===== config.mk =====
export PLATFORM = sky130hd
export DESIGN_NAME = rot_led_scheduler
export DESIGN_NICKNAME = d
export VERILOG_FILES = /design/src/rtl/rot_led_scheduler.sv
export SDC_FILE = /design/constraint.sdc
export NUM_CORES = 1
export LEC_CHECK = 0
export BUFFER_PORTS_ARGS = -buffer_cell sky130_fd_sc_hd__buf_4
export CORE_MARGIN = 2
export CORE_UTILIZATION = 61
export CTS_BUF_LIST = sky130_fd_sc_hd__clkbuf_16
export DETAILED_ROUTE_END_ITERATION = 6
export GPL_ROUTABILITY_DRIVEN = 0
export PLACE_DENSITY = 0.92
export SYNTH_ARGS = -nofsm -noshare
export SYNTH_HDL_FRONTEND = slang
export SYNTH_SLANG_ARGS = --single-unit

===== constraint.sdc =====
create_clock -name clk -period 6.5 [get_ports clk]
set_clock_uncertainty 0.1 [all_clocks]
set_input_delay 1.3 -clock clk [delete_from_list [all_inputs] [get_ports clk]]
set_output_delay 1.3 -clock clk [all_outputs]
set_load 0.01 [all_outputs]

===== src/rtl/rot_led_scheduler.sv =====
// rot_led_scheduler
//   Buffers rotary-shaft detent events as a signed pending-step count and
//   applies them to the LED display no faster than one step every STEP_DIV
//   clocks. The display is a rotating one-hot dot (mode=0) or a saturating
//   bar graph (mode=1).
//
// Ports
//   clk                 system clock, rising edge
//   reset               asynchronous, active-high reset
//   rotation_event      one-cycle pulse per detent
//   rotation_direction  1 = CW (+1), 0 = CCW (-1), qualifies rotation_event
//   clear               synchronous clear of pending/counter/pos/level/overflow
//   mode                0 = one-hot dot, 1 = bar graph
//   led                 registered LED drive
//   busy                1 while steps are pending (state WAIT)
//   overflow            sticky, set when an event is dropped at saturation
//
// State  | meaning
// -------+------------------------------------------------------------
// S_IDLE | nothing pending, tick counter held at 0
// S_WAIT | steps pending, counter runs, one step per STEP_DIV clocks

module rot_led_scheduler #(
  parameter int NUM_LEDS = 8,
  parameter int STEP_DIV = 1000000,
  parameter int PEND_MAX = 7
) (
  input  logic                clk,
  input  logic                reset,
  input  logic                rotation_event,
  input  logic                rotation_direction,
  input  logic                clear,
  input  logic                mode,
  output logic [NUM_LEDS-1:0] led,
  output logic                busy,
  output logic                overflow
);

  localparam int CNT_W  = $clog2(STEP_DIV);
  localparam int POS_W  = $clog2(NUM_LEDS);
  localparam int LVL_W  = $clog2(NUM_LEDS + 1);
  localparam int PEND_W = $clog2(PEND_MAX + 1) + 1;

  localparam logic [CNT_W-1:0] CNT_MAX  = CNT_W'(STEP_DIV - 1);
  localparam logic [POS_W-1:0] POS_LAST = POS_W'(NUM_LEDS - 1);
  localparam logic [LVL_W-1:0] LVL_FULL = LVL_W'(NUM_LEDS);

  // One extra bit of headroom so pending +/- 2 never wraps before the range check.
  localparam logic signed [PEND_W:0] PMAX_S = (PEND_W + 1)'(PEND_MAX);
  localparam logic signed [PEND_W:0] ONE_S  = (PEND_W + 1)'(1);
  localparam logic signed [PEND_W:0] ZERO_S = '0;

  typedef enum logic {S_IDLE, S_WAIT} state_t;

  state_t                    state;
  logic signed [PEND_W-1:0]  pending;
  logic        [CNT_W-1:0]   cnt;
  logic        [POS_W-1:0]   pos;
  logic        [LVL_W-1:0]   level;

  logic                      step_fire;
  logic                      step_up;
  logic signed [PEND_W:0]    pend_ext;
  logic signed [PEND_W:0]    step_delta;
  logic signed [PEND_W:0]    ev_delta;
  logic signed [PEND_W:0]    post_step;
  logic signed [PEND_W:0]    cand;
  logic                      drop;
  logic signed [PEND_W:0]    pending_next;
  logic        [NUM_LEDS-1:0] dot_pat;
  logic        [NUM_LEDS-1:0] bar_pat;

  always_comb begin
    pend_ext   = {pending[PEND_W-1], pending};
    // Step decision uses the pre-cycle pending value.
    step_fire  = (state == S_WAIT) && (cnt == CNT_MAX) && (pending != '0);
    step_up    = ~pending[PEND_W-1];
    step_delta = ZERO_S;
    if (step_fire) step_delta = step_up ? ONE_S : -ONE_S;
    ev_delta = ZERO_S;
    if (rotation_event) ev_delta = rotation_direction ? ONE_S : -ONE_S;
    // Range check on the post-step value so a step frees room for an event.
    post_step    = pend_ext - step_delta;
    cand         = post_step + ev_delta;
    drop         = rotation_event && ((cand > PMAX_S) || (cand < -PMAX_S));
    pending_next = drop ? post_step : cand;
    dot_pat      = {{(NUM_LEDS-1){1'b0}}, 1'b1} << pos;
    bar_pat      = ~({NUM_LEDS{1'b1}} << level);
  end

  always_ff @(posedge clk or posedge reset) begin
    if (reset) begin
      state    <= S_IDLE;
      pending  <= '0;
      cnt      <= '0;
      pos      <= '0;
      level    <= '0;
      led      <= '0;
      busy     <= 1'b0;
      overflow <= 1'b0;
    end else begin
      // Display follows current pos/level, so it lags a step or clear by 1 clk.
      led <= mode ? bar_pat : dot_pat;
      if (clear) begin
        state    <= S_IDLE;
        pending  <= '0;
        cnt      <= '0;
        pos      <= '0;
        level    <= '0;
        busy     <= 1'b0;
        overflow <= 1'b0;
      end else begin
        pending <= pending_next[PEND_W-1:0];
        if (drop) overflow <= 1'b1;
        if (step_fire) begin
          if (step_up) begin
            pos <= (pos == POS_LAST) ? '0 : pos + POS_W'(1);
            if (level != LVL_FULL) level <= level + LVL_W'(1);
          end else begin
            pos <= (pos == '0) ? POS_LAST : pos - POS_W'(1);
            if (level != '0) level <= level - LVL_W'(1);
          end
        end
        case (state)
          S_IDLE: begin
            cnt <= '0;
            if (pending != '0) begin
              state <= S_WAIT;
              busy  <= 1'b1;
            end
          end
          S_WAIT: begin
            cnt <= (cnt == CNT_MAX) ? '0 : cnt + CNT_W'(1);
            if (pending_next == ZERO_S) begin
              state <= S_IDLE;
              busy  <= 1'b0;
              cnt   <= '0;
            end
          end
          default: begin
            state <= S_IDLE;
            busy  <= 1'b0;
          end
        endcase
      end
    end
  end

endmodule


==> results.toml <==
[run_status]
status = "completed"

[timing]
rsz0062_at_grt = "false"
fin_crit_sh = 0.871
max_slew_margin = 0.344
worstMarginPinSlew_ps = 983
tns_ps = 0
final-hold-violation-count = 0
drv_slew = 0
fmax_mhz = 177
setup_viol = 0
min_period_ps = 5660

[global_routing]
grt_pass1_wl_um = 10000
grt_start_max_net_pins = 43
grt_antenna_before_repair = 0
grt_overflow = 0
grt_pass1_vias = 2145
track_usage = 0.247

[route]
wl_per_cell_um = 15.4
via_count = 2277
wl_um = 5820
first_pass_iters = 4
drt_iter0_markers = 182
drc = 0
ant_nets = 0
avgViaCountPerCell = 6.01

[yosys]
synthCells = 312
synth.top_cell.area_share = 0.376
synth_edf_count = 0
synth_seq_area_share = 0.376
yosysWarningCount = 0
syn-num-nets = 340
async_reset_ff_frac = 1.00
yosysTopAreaCell = "dfrtp_1"
yosys-top-cells-area = "dfrtp_1 (38%), ha_1 (8.5%), nor2_1 (5.1%), xnor2_1 (5.0%), nand2_1 (4.3%)"
syn-mean-instance-area_um2 = 8.95
ys_types = 47
synthFlopType = "dfrtp_1"
synth_seq_cells = 42
syn_area_um2 = 2790

[clock_tree]
cts_resized = 0
cts_sinks = 42
htree_levels = 2
cts_max_path_buffers = 2
clk_pin_slew_ps = 60
insertion_delay_ps = 280
cts_made_buffers = 5
cts_root_buf = "clkbuf_16"
ctsHoldBuffers = 0
tritoncts = "done"
post-cts-setup-buffer-count = 0

[min_path]
hold_path_class = "register to register"

[power]
power.internal_w = 0.000608
p_seq_frac = 0.309
switching_share = 0.401
netSwitchingPower_w = 0.000407
power_frac_comb = 0.463
p_leak_nw = 1.43
vdd_drop_max_mv = 0.247
pwr-share-clk = 0.228
power_density_nw_per_um2 = 331

[placed_design]
postPlaceCellArea_um2 = 2930
dpl.cell_count = 371
place_hpwl_um = 4010
placement.io_buffers = 15

[finish]
finalInstanceArea_um2 = 3070
final_nets = 354
antennaDiodeCount = 0
instances_no_fill = 379
final_cell_mix = "dfrtp_1 (42), nor2_1 (38), nand2_1 (32)"
final_layout_size_suffix_gt1_frac = 0.0917
final_common_cell = "dfrtp_1"
area_growth_pct = 9.95

[setup_path]
worstPathCellList = "nand4b_1, nor3_1, nand3_1, nor2_1, nand2_1, ha_1, nor2b_1, o21a_1, nor2_1, xor2_1, ha_1, and3b_1, o21ai_0, nand2_1, xnor2_1, a221o_1, a22oi_2, a211oi_1"
critical_path_class = "register to register"
critPathMaxFanout = 22
cp-start-kind = "register"
arrival_ps = 5680
cp_slowest_cell = "a22oi_2"
end_kind = "register"
cp_slowest_stage_delay_ps = 810
crit_family = "simple AND/OR/NAND/NOR gates"
cp_num_buf_inv = 0
critPathRequiredTime_ps = 6520

[floorplanning]
core-area_um2 = 4380
die_h_um = 71.7
io_pins = 16
start_util = 0.637
row_count = 24
die_area_um2 = 5140
die_width_um = 71.7

[run]
drv_cap = 0
## worst paths after layout
kind | depth (start not counted) | startpoint | slack [ps] | end
max reg2reg | 18 | cnt[13] | 840 | busy
min | 2 | overflow | 420 | overflow
max in group asynchronous | 3 | reset | 4890 | pos[0]
min in group asynchronous | 3 | reset | 1060 | cnt[2]
max | 18 | cnt[13] | 840 | busy
min reg2reg | 2 | overflow | 420 | overflow
## stage by stage
stage	hold WS (ps)	utilization	setup WS [ps]	power [W]
after CTS	419	0.700	965	0.00101
after floorplan	405	-	2020	0.000691
after global placement	408	0.669	1160	0.000759
after global routing	461	0.700	382	0.00109
final	417	0.700	840	0.00102
after detailed placement	410	0.669	1050	0.000777
## area by class of cell
class	instances	area, um^2
multi-input cells	241	1620
inverters	20	75.1
flip-flops and latches	42	1050
repair buffers	16	120
clock inverters	3	12.5
clock buffers	5	125
well taps	52	65.1
fillers	340	1310
## power groups by stage
stage | combinational [W] | sequential, W | clock, W
floorplan | 0.000383 | 0.000308 | 0
global placement | 0.000444 | 0.000315 | 0
detailed placement | 0.000460 | 0.000317 | 0
CTS | 0.000467 | 0.000313 | 0.000233
global route | 0.000525 | 0.000316 | 0.000247
finish | 0.000470 | 0.000313 | 0.000232
## cell families (layout without fill, tap and decap cells)
kind of cell,Yosys count,after routing,synth area share
fa+ha+maj,22,22,0.107
simple gates,132,132,0.240
xor+xnor,28,28,0.0878
compound gates,52,52,0.121
flops,42,42,0.376
mux,7,7,0.0255
buf+inv,29,44,0.0430
## sequential cells by signal, summed over array words and instances, names as in the netlist
register / cells
cnt: 20
led: 8
level: 4
pending: 4
pos: 3
busy: 1
overflow: 1
state: 1
## worst reg2reg max path, cell delays in order (launching register included)
cell and delay, ps:
dfrtp_1 430, nand4b_1 210, nor3_1 460, nand3_1 370
nor2_1 330, nand2_1 170, ha_1 300, nor2b_1 130
o21a_1 190, nor2_1 120, xor2_1 260, ha_1 340
and3b_1 210, o21ai_0 270, nand2_1 150, xnor2_1 160
a221o_1 310, a22oi_2 810, a211oi_1 170
## routing by layer
layer / wire [um] / up-vias / global-route usage / share of wire
met5: 0 / - / 0 / 0
met3: 245 / 11 / 0.0492 / 0.042
met1: 2610 / 1087 / 0.329 / 0.45
li1: - / 1118 / - / -
met4: 114 / 0 / 0.0964 / 0.020
met2: 2850 / 61 / 0.398 / 0.49
## synth_stat cells, drive strengths merged, types with 3 or more instances
| cell | number |
|---|---|
| and3 | 4 |
| or4 | 3 |
| mux2i | 6 |
| xor2 | 12 |
| nand3 | 13 |
| a31oi | 4 |
| xnor2 | 16 |
| a21oi | 17 |
| dfrtp | 42 |
| inv | 20 |
| clkbuf | 6 |
| a21o | 3 |
| o21ai | 10 |
| o21a | 3 |
| nor3 | 7 |
| a22oi | 3 |
| nor4 | 9 |
| nand4 | 6 |
| a211oi | 6 |
| fa | 3 |
| buf | 3 |
| nand2 | 32 |
| or3 | 6 |
| nor2 | 38 |
| ha | 19 |
Power figures use the tool's default switching activity.
